===== config.mk =====
export PLATFORM = sky130hd
export DESIGN_NAME = wb_arbiter
export DESIGN_NICKNAME = d
export VERILOG_FILES = /design/src/rtl/wb_arbiter_pkg.sv /design/src/rtl/wb_arbiter_rr_pick.sv /design/src/rtl/wb_arbiter.sv
export SDC_FILE = /design/constraint.sdc
export NUM_CORES = 1
export LEC_CHECK = 0
export ABC_AREA = 1
export CELL_PAD_IN_SITES_DETAIL_PLACEMENT = 1
export CELL_PAD_IN_SITES_GLOBAL_PLACEMENT = 2
export CORE_AREA = 3 3 310 312
export DETAILED_ROUTE_END_ITERATION = 8
export DIE_AREA = 0 0 313 315
export GPL_ROUTABILITY_DRIVEN = 0
export PLACE_DENSITY = 0.74
export SYNTH_ARGS = -nofsm -noshare
export SYNTH_HDL_FRONTEND = slang
export SYNTH_SLANG_ARGS = --single-unit

===== constraint.sdc =====
create_clock -name clk -period 1.8 [get_ports clk]
set_clock_uncertainty 0.2 [all_clocks]
set_input_delay 0.18 -clock clk [delete_from_list [all_inputs] [get_ports clk]]
set_output_delay 0.18 -clock clk [all_outputs]
set_load 0.05 [all_outputs]

===== src/rtl/wb_arbiter_pkg.sv =====
// -----------------------------------------------------------------------------
// wb_arbiter_pkg
// Shared CPU constants for the writeback arbiter: requester count and index
// map, register-number and data widths, the arbiter state type, and two small
// index helpers.
// Configuration macro used by the files that import this package:
//   WB_ARB_RR_EN  defined   -> round-robin arbitration
//                 undefined -> fixed priority, requester 0 highest
// -----------------------------------------------------------------------------
package wb_arbiter_pkg;

    localparam int N_REQ     = 5;
    localparam int REQ_IDX_W = 3;
    localparam int RN_W      = 6;
    localparam int DATA_W    = 64;

    // Requester index map (bit position in req_valid / req_ready).
    localparam logic [REQ_IDX_W-1:0] REQ_ALU1    = 3'd0;
    localparam logic [REQ_IDX_W-1:0] REQ_ALU2    = 3'd1;
    localparam logic [REQ_IDX_W-1:0] REQ_ADVINT  = 3'd2;
    localparam logic [REQ_IDX_W-1:0] REQ_MEMUNIT = 3'd3;
    localparam logic [REQ_IDX_W-1:0] REQ_BRANCH  = 3'd4;

    typedef enum logic {
        ST_IDLE   = 1'b0,
        ST_SECOND = 1'b1
    } arb_state_t;

    // Next requester index in round-robin order, wrapping branch -> alu1.
    function automatic logic [REQ_IDX_W-1:0] next_idx(input logic [REQ_IDX_W-1:0] i);
        return (i == REQ_BRANCH) ? REQ_ALU1 : i + 3'd1;
    endfunction

    // Index of the set bit of a one-hot requester vector (0 if none set).
    function automatic logic [REQ_IDX_W-1:0] onehot_idx(input logic [N_REQ-1:0] oh);
        logic [REQ_IDX_W-1:0] idx;
        idx = '0;
        for (int i = 0; i < N_REQ; i++) begin
            if (oh[i]) idx = REQ_IDX_W'(i);
        end
        return idx;
    endfunction

endpackage


===== src/rtl/wb_arbiter_rr_pick.sv =====
// -----------------------------------------------------------------------------
// wb_rr_pick
// Round-robin selector. Scans the requesters starting with the one after
// last_grant (wrapping 4 -> 0) and returns a one-hot grant for the first
// requester with its bit set; all-zero grant when no request is set.
// Only instantiated when WB_ARB_RR_EN is defined.
// Ports:
//   req        in  5  request vector
//   last_grant in  3  index of the most recently granted requester
//   grant      out 5  one-hot grant (or zero)
// -----------------------------------------------------------------------------
module wb_rr_pick
    import wb_arbiter_pkg::*;
(
    input  logic [N_REQ-1:0]     req,
    input  logic [REQ_IDX_W-1:0] last_grant,
    output logic [N_REQ-1:0]     grant
);

    logic [REQ_IDX_W-1:0] idx;
    logic                 found;

    always_comb begin
        grant = '0;
        found = 1'b0;
        idx   = last_grant;
        // N_REQ steps visit every requester once, last_grant itself last.
        for (int k = 0; k < N_REQ; k++) begin
            idx = next_idx(idx);
            if (!found && req[idx]) begin
                grant[idx] = 1'b1;
                found      = 1'b1;
            end
        end
    end

endmodule


===== src/rtl/wb_arbiter.sv =====
// -----------------------------------------------------------------------------
// wb_arbiter
// Writeback arbiter: five execution units compete for one register-file write
// port. A granted request writes its primary result one cycle after
// acceptance; a dual request (req_dual) writes its second result in the cycle
// after that, during which no new grant is given (state SECOND). Every
// non-zero destination written also releases its busy-table entry
// (free_en0 for the primary, free_en1 for the second). Register 0 is the
// constant-zero register, so writes and releases to it are suppressed.
//
// Handshake: a requester raises req_valid[i] with stable payload and holds
// both until it sees req_ready[i]; the request is accepted at the rising
// clk edge where req_valid[i] & req_ready[i]. req_ready is combinational
// from req_valid and the arbitration state, at most one bit high, and never
// depends on the payload of requesters that are not granted.
//
// Configuration: WB_ARB_RR_EN defined -> round-robin arbitration through
// wb_rr_pick with a last-granted pointer (reset to 4); undefined -> fixed
// priority, index 0 highest, no pointer.
//
// Ports:
//   clk, rst_n        clock, asynchronous active-low reset
//   req_valid/ready   5-bit request / one-hot grant
//   req_data/rn       primary result and destination, packed per requester
//   req_dual          requester also carries data2/rn2
//   req_data2/rn2     second result and destination, packed per requester
//   wb_en/rn/data     register-file write port (registered)
//   free_en0/rn0      busy-table release of the primary destination
//   free_en1/rn1      busy-table release of the second destination
//   dbg_state         current arbiter state
// -----------------------------------------------------------------------------
module wb_arbiter
    import wb_arbiter_pkg::*;
(
    input  logic                     clk,
    input  logic                     rst_n,
    input  logic [N_REQ-1:0]         req_valid,
    output logic [N_REQ-1:0]         req_ready,
    input  logic [N_REQ*DATA_W-1:0]  req_data,
    input  logic [N_REQ*RN_W-1:0]    req_rn,
    input  logic [N_REQ-1:0]         req_dual,
    input  logic [N_REQ*DATA_W-1:0]  req_data2,
    input  logic [N_REQ*RN_W-1:0]    req_rn2,
    output logic                     wb_en,
    output logic [RN_W-1:0]          wb_rn,
    output logic [DATA_W-1:0]        wb_data,
    output logic                     free_en0,
    output logic [RN_W-1:0]          free_rn0,
    output logic                     free_en1,
    output logic [RN_W-1:0]          free_rn1,
    output arb_state_t               dbg_state
);

    arb_state_t           state;
    logic [N_REQ-1:0]     grant;
    logic                 accept;
    logic [REQ_IDX_W-1:0] acc_idx;

    // Pending second result of a dual request.
    logic [RN_W-1:0]      rn2_q;
    logic [DATA_W-1:0]    data2_q;

    // Unpacked per-requester views of the payload buses.
    logic [DATA_W-1:0]    data_a  [N_REQ];
    logic [RN_W-1:0]      rn_a    [N_REQ];
    logic [DATA_W-1:0]    data2_a [N_REQ];
    logic [RN_W-1:0]      rn2_a   [N_REQ];

    always_comb begin
        for (int i = 0; i < N_REQ; i++) begin
            data_a[i]  = req_data[i*DATA_W +: DATA_W];
            rn_a[i]    = req_rn[i*RN_W +: RN_W];
            data2_a[i] = req_data2[i*DATA_W +: DATA_W];
            rn2_a[i]   = req_rn2[i*RN_W +: RN_W];
        end
    end

`ifdef WB_ARB_RR_EN
    logic [REQ_IDX_W-1:0] last_grant;

    wb_rr_pick u_pick (
        .req        (req_valid),
        .last_grant (last_grant),
        .grant      (grant)
    );

    always_ff @(posedge clk or negedge rst_n) begin
        if (!rst_n) begin
            last_grant <= REQ_BRANCH;
        end else if (accept) begin
            last_grant <= acc_idx;
        end
    end
`else
    // Fixed priority: scanning high to low lets the lowest index win.
    always_comb begin
        grant = '0;
        for (int i = N_REQ - 1; i >= 0; i--) begin
            if (req_valid[i]) begin
                grant    = '0;
                grant[i] = 1'b1;
            end
        end
    end
`endif

    // No grant while the second result is being written, or while in reset.
    assign req_ready = (rst_n && state == ST_IDLE) ? grant : '0;
    assign accept    = |req_ready;
    assign acc_idx   = onehot_idx(req_ready);
    assign dbg_state = state;

    always_ff @(posedge clk or negedge rst_n) begin
        if (!rst_n) begin
            state    <= ST_IDLE;
            wb_en    <= 1'b0;
            wb_rn    <= '0;
            wb_data  <= '0;
            free_en0 <= 1'b0;
            free_rn0 <= '0;
            free_en1 <= 1'b0;
            free_rn1 <= '0;
            rn2_q    <= '0;
            data2_q  <= '0;
        end else begin
            // Enables are single-cycle pulses; rn/data hold their last value.
            wb_en    <= 1'b0;
            free_en0 <= 1'b0;
            free_en1 <= 1'b0;
            case (state)
                ST_IDLE: begin
                    if (accept) begin
                        wb_en    <= (rn_a[acc_idx] != '0);
                        wb_rn    <= rn_a[acc_idx];
                        wb_data  <= data_a[acc_idx];
                        free_en0 <= (rn_a[acc_idx] != '0);
                        free_rn0 <= rn_a[acc_idx];
                        if (req_dual[acc_idx]) begin
                            rn2_q   <= rn2_a[acc_idx];
                            data2_q <= data2_a[acc_idx];
                            state   <= ST_SECOND;
                        end
                    end
                end
                ST_SECOND: begin
                    wb_en    <= (rn2_q != '0);
                    wb_rn    <= rn2_q;
                    wb_data  <= data2_q;
                    free_en1 <= (rn2_q != '0);
                    free_rn1 <= rn2_q;
                    state    <= ST_IDLE;
                end
                default: state <= ST_IDLE;
            endcase
        end
    end

endmodule


### After elaboration in Yosys (flattened, before gate mapping)

Index checks and enable logic that the tools add are counted.

| storage, ports and cells | value |
|---|---|
| input bits | 712 |
| register bits | 156 |
| logic and storage cells | 56 |

| cells by class | value |
|---|---|
| magnitude comparators | 2 |
| bitwise operators | 2 |
| multiplexer cells | 35 |
| equal/unequal tests | 1 |
| reductions and logical operators | 6 |

Operators by type and width:

| operator | number |
|---|---|
| binary-select mux 64 bit (select 3 bit) | 2 |
| 2-to-1 mux 64 bit | 5 |
| one-hot mux 64 bit (2 select lines) | 1 |
| binary-select mux 6 bit (select 3 bit) | 2 |
| 2-to-1 mux 5 bit | 6 |
| 2-to-1 mux 6 bit | 5 |
| one-hot mux 6 bit (2 select lines) | 1 |
| nonzero test 6 bit | 2 |
| 2-to-1 mux 3 bit | 3 |
| 2-to-1 mux 1 bit | 7 |
| OR reduction 5 bit | 1 |
| greater-or-equal comparator 4 bit (second input constant) | 1 |
| < comparator 3 x 4 -> 1 bit (second input constant) | 1 |
| inverter 3 -> 4 bit | 1 |
| one-hot mux 1 bit (2 select lines) | 2 |
| binary-select mux 1 bit (select 3 bit) | 1 |
| AND reduction 3 bit | 1 |
| inequality test 2 bit (second input constant) | 1 |
| AND reduction 2 bit | 1 |
| logical AND 1 bit | 1 |
| inverter 1 bit | 1 |

### Depth between registers and ports, before layout

Gate-level depths: netlist of run 1.

| depth | value |
|---|---|
| depth after elaboration | 17 |
| mapped depth | 14 |

### Least setup slack after synthesis of run 1

Ideal clock, no wire load.

| path | value |
|---|---|
| path kind | reg-to-reg |
| start | reg state (netlist: dbg_state) |
| end | reg wb_data[19] |
| cell stages (with the launch flop) | 9 |
| arrival time | 2.741 ns |
| slack | -1.269 ns |
| setup time | 0.128 ns |
| required time | 1.472 ns |
| path through | dfrtp_1 nor3_1 nor2_1 nand3_2 buf_2 nor2_2 clkbuf_1 a22oi_1 o21ai_1 |

| between the ends | value |
|---|---|
| elaborated cells on any way between the ends | 15 |
| those cells by class | 1 x eq/ne; 10 x mux; 2 x bitwise; 2 x reduce/logical |

RTL lines:

| what | line | source |
|---|---|---|
| from (decl) | wb_arbiter.sv:54 | `arb_state_t state;` |
| from (signal assigned) | wb_arbiter.sv:115 | `state <= ST_IDLE;` |
| from (signal assigned) | wb_arbiter.sv:141 | `state <= ST_SECOND;` |
| from (signal assigned) | wb_arbiter.sv:151 | `state <= ST_IDLE;` |
| inverter 1 bit (no line) | - |  |
| logical AND 1 bit | wb_arbiter.sv:108 | `assign req_ready = (rst_n && state == ST_IDLE) ? grant : '0;` |
| 2-to-1 mux 5 bit | wb_arbiter.sv:108 |  |
| via req_ready[0] | wb_arbiter.sv:38 | `output logic [N_REQ-1:0] req_ready,` |
| OR reduction 5 bit | wb_arbiter.sv:109 | `assign accept = \|req_ready;` |
| inequality test 2 bit (no line) | - |  |
| to (signal assigned) | wb_arbiter.sv:135 | `wb_data <= data_a[acc_idx];` |
| to (signal assigned) | wb_arbiter.sv:148 | `wb_data <= data2_q;` |
| to (decl) | wb_arbiter.sv:46 | `output logic [DATA_W-1:0] wb_data,` |

The timed path passes the listed nets, and every way through them passes these cells. The select of a mux whose other input is x is not followed.
A chain may end at the register's enable or synchronous reset.

### Worst setup path after layout of run 1

| path | value |
|---|---|
| start | reg state (netlist: dbg_state) |
| end | reg data2_q[27] |

| between the ends | value |
|---|---|
| word-level cells in the longest chain between the ends | 11 |
| elaborated cells on any way between the ends | 15 |
| those cells by class | 10 x mux; 2 x bitwise; 3 x reduce/logical |

Ends and longest elaborated chain:

| what | line | source |
|---|---|---|
| inverter 1 bit (no line) (*) | - |  |
| logical AND 1 bit | wb_arbiter.sv:108 |  |
| 2-to-1 mux 5 bit | wb_arbiter.sv:108 |  |
| 2-to-1 mux 1 bit | wb_arbiter_pkg.sv:39 | `if (oh[i]) idx = REQ_IDX_W'(i);` |
| 2-to-1 mux 3 bit (3 in a row) | wb_arbiter_pkg.sv:39 |  |
| inverter 3 -> 4 bit (not written as such) | wb_arbiter.sv:140 | `data2_q <= data2_a[acc_idx];` |
| binary-select mux 64 bit (select 3 bit) | wb_arbiter.sv:140 |  |
| 2-to-1 mux 64 bit (not written as such) (2 in a row) | wb_arbiter.sv:140 |  |
| to (signal assigned) | wb_arbiter.sv:140 |  |
| to (decl) | wb_arbiter.sv:61 | `logic [DATA_W-1:0] data2_q;` |

Mark *: on every way between the ends. The rest lies on a longest branch, timed or not. The select of a mux whose other input is x is not followed.

==> results.txt, run 1 <==
----------------------------------------------------
[Drt]
  Total DRC errors in the routed layout ... 0
  Via total after detailed routing ... 17,000
  Vias/cell ... 4.20
  Aggregate routed wire length ... 92,400 µm
  Starting DRC count in detailed routing ... between 800 and 900
  Number of nets with antenna violations after routing ... 0
  Count of TritonRoute iterations in the first routing pass ... 4
  Wire length per cell after detailed routing ... ~23 µm

[Worst setup path]
  Startpoint kind of the worst setup timing path ... register
  Largest fanout on the critical path ... 26
  Flop-to-flop setup slack ... -0.62 ns
  Delay of the slowest critical-path stage ... 0.49 ns
  Ordered list of cells on the worst path ... nor2_4 -> nand3_4 -> nand2_8 -> buf_12 -> o21ai_2 -> o21bai_1 -> nand3_1 -> nand3_4 -> inv_6 -> buf_12 -> nand2_1 -> nand2_1
  Critical path class ... register to register
  Req. time, crit path ... between 2 and 2.5 ns
  Number of cells traversed by the worst register-to-register path ... 12
  Slowest stage cell on the critical path ... sky130_fd_sc_hd__dfrtp_4
  Crit path arrival time ... 2.63 ns
  Endpoint of the lowest-slack register-to-register path ... data2_q[27]
  Launching point of the worst reg2reg path ... dbg_state
  Crit end category ... register

[GRT]
  Global route total overflow ... 0
  Initial antenna violation count ... 13
  Pin count of the biggest net entering global routing ... 86
  GRT Util Overall ... 17.8%
  Vias in the first global route ... 18,200
  Wire length of the first global-routing pass ... about 130,000 µm

[Outcome]
  Outcome ... complete, but fails checks
  Violated checks ... negative setup slack

[Finish]
  Utilization after layout ... 25.8%
  Final non-filler cell total ... slightly above 4,000
  Area delta synth->final ... 106%
  Share of final-layout standard cells stronger than drive strength 1 ... 15.1%
  Nets ... around 3,500
  Number of fillers in the final layout ... ~11,000

[Synthesis]
  Most frequently used flop master after synthesis ... sky130_fd_sc_hd__dfrtp_1
  Number of synthesized flops with an enable pin ... 0
  Net count of the mapped netlist ... 2,619
  Average instance area after synthesis ... 6.14 µm²
  Commonest cells in the synthesized netlist ... sky130_fd_sc_hd__nand2_1 (698), sky130_fd_sc_hd__nor2_1 (205), sky130_fd_sc_hd__o21ai_0 (196)
  Synthesized cell area ... 11,700 µm²
  Number of distinct library cell variants in the gate-level netlist after synthesis ... 27
  Synth area leader ... sky130_fd_sc_hd__dfrtp_1
  Post-Synthesis Cells ... 1,907
  Sequential cell area fraction in the yosys report ... around a third
  FFs w/ async S/R, synth ... 100%
  Number of synthesized register bits ... 156
  Top-count cell post-synth ... sky130_fd_sc_hd__nand2_1
  Main area contributors after synthesis ... sky130_fd_sc_hd__dfrtp_1 (33%), sky130_fd_sc_hd__nand2_1 (22%), sky130_fd_sc_hd__o21ai_0 (8.4%), sky130_fd_sc_hd__nor2_1 (6.6%), sky130_fd_sc_hd__o21ai_1 (5.1%)
  Fraction of post-synthesis cell area in the top cell type by area ... between 30% and 40%
  Yosys warns ... 0

[Clock network]
  CTS Buf Count ... 17
  CTS HTree Levels ... 4
  Sinks on the clock net ... 156
  Clock slew at the register clock pins of the worst setup and hold paths ... 0.07 ns
  Maximum clock path buffer count ... 2
  Insertion delay to the later sink of the worst-skew pair ... 0.47 ns
  CTS tree ... built
  Root cell of the clock tree ... sky130_fd_sc_hd__clkbuf_16

[Floorplan]
  Overall die height ... 315 µm
  Std cell rows ... 112
  Die footprint ... 98,600 µm²
  Floorplan core area ... between 90,000 and 100,000 µm²
  Horizontal extent of the die ... 313 µm
  Top-Level Pins ... 803
  Starting Density ... about an eighth

[Power]
  Leakage component of the power ... between 10 and 15 nW
  Worst vdd ir ... 0.000557 V
  Power density cells ... 771 nW/µm²

[Timing]
  Slew at the pin closest to its max-slew limit ... 0.683 ns
  Setup Viol. Count Final ... ~160
  Relative slew slack ... 54.5%
  Period minus WS final ... 2.42 ns
  Worst hold slack ... 0.136 ns
  Total Neg Setup Slack ... -82.41 ns
  Crit share post-route ... 135%
  Setup slack of the critical path after layout ... -0.623 ns
  Setup repair after global routing missed its margin ... true
  Max Clock Freq ... 413 MHz
  Final slew viol count ... 0
  Final-report hold violation count ... 0

[Min path]
  Number of instances on the worst hold path ... 5
  Worst Hold End ... data2_q[0]
  Path class of the lowest-slack min-delay path ... primary input to register
  Hold path start ... req_data2[256]

[Placed design]
  Place WS ... -0.950 ns
  Detailed placer's ending HPWL ... 67,900 µm
  Number of port buffers ... 802
  Cell count after placement ... 3,966

[Run]
  Number of violations of the max-capacitance limit ... 0

----------------------------------------------------
==> sequential cells by signal, summed over array words and instances, names as in the netlist, 6 cells and up <==
| name | cells |
|---|---|
| data2_q | 64 |
| free_rn0 | 6 |
| free_rn1 | 6 |
| rn2_q | 6 |
| wb_data | 64 |
| wb_rn | 6 |
==> where the power goes <==
| group | switching [mW] | internal [mW] |
|---|---|---|
| clock | 1.81 | 1.98 |
| combinational | 5.44 | 3.93 |
| sequential | 0.820 | 4.57 |
| total | 8.07 | 10.5 |
==> cell families (layout without fill, tap and decap cells) <==
kind of cell / after synthesis / in the layout / synth area share [%]
DFF: 156 / 156 / 33.4
buffers and inverters: 197 / 1072 / 7.28
other: 0 / 11 / 0
and+or+nand+nor: 1002 / 1002 / 33.7
AOI/OAI and AO/OA: 552 / 552 / 25.7
==> what timing repair did <==
| item | CTS | global route |
|---|---|---|
| hold buffers | 1 | 0 |
| cloned | 17 | 4 |
| hold endpoints to repair | 31 | 0 |
| buffers inserted | 15 | 2 |
| setup endpoints to repair | 155 | 245 |
| pin swaps | 10 | 6 |
| gates resized for setup | 124 | 36 |
==> layout by cell type, fill, tap and decap left out, types with 11 or more instances in the layout <==
cell and instances:
sky130_fd_sc_hd__nand2_2 11, sky130_fd_sc_hd__o21ai_0 174, sky130_fd_sc_hd__a22oi_1 31, sky130_fd_sc_hd__nand2_1 688, sky130_fd_sc_hd__clkdlybuf4s50_1 710, sky130_fd_sc_hd__buf_6 20, sky130_fd_sc_hd__dfrtp_1 155, sky130_fd_sc_hd__nand3_1 67
sky130_fd_sc_hd__o21ai_1 135, sky130_fd_sc_hd__clkbuf_16 20, sky130_fd_sc_hd__buf_16 20, sky130_fd_sc_hd__a22oi_2 33, sky130_fd_sc_hd__buf_12 34, sky130_fd_sc_hd__buf_4 208, sky130_fd_sc_hd__diode_2 11, sky130_fd_sc_hd__o22ai_1 53
sky130_fd_sc_hd__inv_1 30, sky130_fd_sc_hd__a21oi_1 103, sky130_fd_sc_hd__o22ai_2 11, sky130_fd_sc_hd__nor2_1 202
==> worst max path at each step <==
stage | slack, ns | startpoint | to
after global routing | -0.74 | dbg_state | data2_q[27]
after floorplan | -0.34 | dbg_state | wb_data[0]
after detailed placement | -0.95 | req_valid[0] | data2_q[62]
after CTS | -0.63 | dbg_state | req_ready[4]
final | -0.62 | dbg_state | data2_q[27]
after global placement | -0.90 | req_valid[3] | data2_q[62]
==> area by class of cell <==
type	count	area, µm²	area share [%]
repair buffers	1004	10400	43.3
well taps	1254	1570	6.52
diodes	11	27.5	0.114
flip-flops and latches	156	3910	16.2
inverters	36	166	0.692
clock buffers	19	443	1.84
clock inverters	13	130	0.541
multi-input cells	1554	7390	30.7
==> through the flow <==
| stage | cell area, µm² | power, mW |
|---|---|---|
| floorplan | 11800 | 9.50 |
| global placement | 22100 | 14.0 |
| detailed placement | 22100 | 14.1 |
| CTS | 23800 | 18.8 |
| global route | 24000 | 19.7 |
| finish | 24100 | 18.5 |
==> routing by layer <==
layer,up-vias,global-route usage (%),wire length (µm)
met4,4,3.56,1160
li1,8096,-,-
met1,8282,22.5,40700
met3,55,3.92,5180
met2,566,31.1,45400
met5,-,0,27
==> critical path: cells and delay by family (launching register included) <==
kind            cells  cell delay (ns)
simple gates        7             0.92
compound gates      2             0.22
buf+inv             3             0.50
flops               1             0.49
Power figures use the tool's default switching activity.
==> inputs of run 2 (changes only) <==
Settings changed: CAP_MARGIN set to 20.
==> results of run 2 <==
The final DEF is identical to that of run 1; final timing and power are the same.
==> inputs of run 3 (changes only) <==
Settings changed: CORE_AREA 3 3 310 312 to 3 3 309 311, DIE_AREA 0 0 313 315 to 0 0 312 314, PLACE_DENSITY 0.74 to 0.72.
Clock period 1.8 ns to 3.1 ns, I/O delays scaled along.
==> results.txt, run 3 (same netlist as run 1, synthesis figures left out) <==
----------------------------------------------------
[Floorplan]
  Floorplan core area ... 93,000 µm² (-0.30%)
  Overall die height ... 314 µm (-0.32%)
  Die footprint ... 98,000 µm² (-0.64%)
  Std cell rows ... 112 (unchanged)
  Top-Level Pins ... 803 (unchanged)
  Starting Density ... 12.6% (+0.038 points)
  Horizontal extent of the die ... 312 µm (-0.32%)

[Finish]
  Area of combinational cells with multiple inputs ... 6990 µm² (-5.5%)
  Area of all sequential standard cells ... 3910 µm² (unchanged)
  Number of fillers in the final layout ... 11,400 (+0.20%)
  Nets ... 3,359 (-3.5%)
  Most common library cell in the layout ignoring fill and taps ... sky130_fd_sc_hd__clkdlybuf4s50_1
  Regs by FF count ... data2_q: 64 flops, wb_data: 64 flops
  Share of final-layout standard cells stronger than drive strength 1 ... 4.96% (-10 points)
  Commonest cells after routing, fill and taps aside ... sky130_fd_sc_hd__clkdlybuf4s50_1 (796), sky130_fd_sc_hd__nand2_1 (698), sky130_fd_sc_hd__nor2_1 (205), sky130_fd_sc_hd__o21ai_0 (196), sky130_fd_sc_hd__dfrtp_1 (155)
  Area delta synth->final ... 90.2%

[Power]
  Net Sw Frac ... 43.1% (-0.38 points)
  Sequential share of power ... 30.0% (+0.9 points)
  NetSw ... 4.45 mW (-45%)
  Clock network fraction of total power ... 21.4% (+1.0 points)
  Worst vdd ir ... 0.000399 V (-28%)
  Internal portion of total power ... 5.86 mW (-44%)
  Share of total power in combinational logic ... 48.6% (-1.9 points)
  Power density cells ... 463 nW/µm² (-40%)
  Leakage component of the power ... 9.17 nW (-10%)

[Drt]
  Met2 wire length ... 43,100 µm (-4.9%)
  Wire length per cell after detailed routing ... 22.1 µm (-3.0%)
  Post-route met1 wirelength ... 37,200 µm (-8.5%)
  Vias/cell ... 4.15 (-1.3%)
  Via total after detailed routing ... 16,300 (-4.3%)
  Starting DRC count in detailed routing ... 884 (+5.7%)
  Total DRC errors in the routed layout ... 0 (unchanged)
  Count of TritonRoute iterations in the first routing pass ... 5 (+1)
  Aggregate routed wire length ... 86,900 µm (-6.0%)
  Highest routing layer actually used ... met5
  Number of nets with antenna violations after routing ... 0 (unchanged)
  Routed wire length on met3 ... 5150 µm (-0.62%)

[GRT]
  Vias in the first global route ... 17,300 (-5.1%)
  GRT Util Overall ... 17.2% (-0.66 points)
  Wire length of the first global-routing pass ... 123,000 µm (-3.5%)
  Pin count of the biggest net entering global routing ... 114 (+33%)
  Initial antenna violation count ... 13 (unchanged)
  Global route total overflow ... 0 (unchanged)

[Clock network]
  CTS tree ... built
  Insertion delay to the later sink of the worst-skew pair ... 0.47 ns (about the same)
  CTS Buf Count ... 17 (unchanged)
  Root cell of the clock tree ... sky130_fd_sc_hd__clkbuf_16
  Sinks on the clock net ... 156 (unchanged)
  Total of cells resized after clock tree synthesis ... 0 (-100%)
  Buffers inserted by post-CTS timing repair ... 0 (-15)
  Clock slew at the register clock pins of the worst setup and hold paths ... 0.07 ns (about the same)
  CTS HTree Levels ... 4 (unchanged)
  Maximum clock path buffer count ... 2 (unchanged)

[Min path]
  Path class of the lowest-slack min-delay path ... primary input to register
  Worst Hold End ... data2_q[4]
  Number of instances on the worst hold path ... 5 (unchanged)
  Hold path start ... req_data2[260]

[Worst setup path]
  Number of cells traversed by the worst register-to-register path ... 11 (-1)
  Endpoint of the lowest-slack register-to-register path ... data2_q[18]
  Crit end category ... output port
  Largest fanout on the critical path ... 56 (+120%)
  Crit path arrival time ... 2.22 ns (-0.41 ns)
  Req. time, crit path ... 2.59 ns (+0.58 ns)
  Flop-to-flop setup slack ... 0.48 ns (+1.10 ns)
  Launching point of the worst reg2reg path ... dbg_state
  Startpoint kind of the worst setup timing path ... primary input
  Critical path class ... primary input to output port

[Timing]
  Relative slew slack ... 41.7% (-13 points)
  Setup slack of the critical path after layout ... 0.371 ns (+0.994 ns)
  Final-report hold violation count ... 0 (unchanged)
  Max Clock Freq ... 366 MHz
  Setup Viol. Count Final ... 0 (-100%)
  Final slew viol count ... 0 (unchanged)
  Slew at the pin closest to its max-slew limit ... 0.875 ns (+0.192 ns)
  Setup repair after global routing missed its margin ... false
  Crit share post-route ... between 80% and 90%
  Total Neg Setup Slack ... 0 ns (+82.41 ns)
  Period minus WS final ... around 2.7 ns

[Run]
  Number of violations of the max-capacitance limit ... 0 (unchanged)

[Placed design]
  Detailed placer's ending HPWL ... 69,600 µm (+2.5%)
  Place WS ... 0.130 ns (+1.08 ns)
  Number of port buffers ... 802 (unchanged)

[Outcome]
  Outcome ... complete, no violations

----------------------------------------------------
-- run 3: changes by cell type in the layout (fill, tap and decap cells not counted), sizes merged --
cell,previous run,this run
diode,11,10
clkinv,3,5
clkbuf,23,21
clkinvlp,3,4
inv,42,38
clkdlybuf4s50,710,796
bufbuf,5,0
buf,284,84
-- run 3: layout make-up --
class                      count  share of cell area (%)
timing repair buffer         882                    40.6
multi-input combinational   1554                    31.4
sequential                   156                    17.6
tap                         1254                    7.05
clock buffer                  20                    2.05
inverter                      36                   0.697
clock inverter                12                   0.511
antenna                       10                   0.112
-- run 3: power groups by stage --
| stage | clock, mW | sequential (mW) | combinational, mW |
|---|---|---|---|
| after global routing | 2.36 | 3.18 | 5.38 |
| after floorplan | 0 | 4.16 | 1.33 |
| after global placement | 0 | 3.12 | 5.04 |
| final | 2.20 | 3.09 | 5.01 |
| after detailed placement | 0 | 3.12 | 5.07 |
| after CTS | 2.32 | 3.10 | 5.09 |
-- run 3: metal layers --
metal | up-vias | track usage [%]
met5 | - | 0
met4 | 4 | 4.14
met3 | 53 | 4.09
met2 | 518 | 30.0
met1 | 7872 | 21.2
li1 | 7828 | -
-- run 3: repair_timing --
action,CTS,global route
setup endpoints to repair,0,0
hold buffers,1,0
hold endpoints to repair,43,0
-- run 3: through the flow --
stage	hold slack (ns)	cells	power, mW	instance area (µm²)	utilization (%)
2_1_floorplan	-0.186	1907	5.49	11700	-
3_3_place_gp	0.253	3881	8.16	21700	23.3
3_5_place_dp	0.265	3881	8.20	21700	23.3
4_1_cts	0.211	3914	10.5	22200	23.9
5_1_grt	0.256	3920	10.9	22300	23.9
6_report	0.274	3924	10.3	22300	23.9
-- run 3: how the worst max path moves through the flow --
stage,start,to,slack (ns),cells after the start
after floorplan,dbg_state,wb_data[19],0.03,8
final,rst_n,req_ready[4],0.37,9
after detailed placement,req_valid[2],data2_q[62],0.13,13
after global routing,rst_n,data2_q[59],0.26,13
after global placement,req_valid[2],data2_q[62],0.12,13
after CTS,dbg_state,req_ready[4],0.33,6
-- run 3: critical path, stage by stage --
cell and delay (ns):
sky130_fd_sc_hd__dlygate4sd3_1 0.54, sky130_fd_sc_hd__clkbuf_8 0.13, sky130_fd_sc_hd__inv_1 0.08, sky130_fd_sc_hd__nor2_4 0.15, sky130_fd_sc_hd__nand2_2 0.12, sky130_fd_sc_hd__nor2_4 0.18
sky130_fd_sc_hd__buf_12 0.17, sky130_fd_sc_hd__buf_12 0.26, sky130_fd_sc_hd__buf_12 0.19
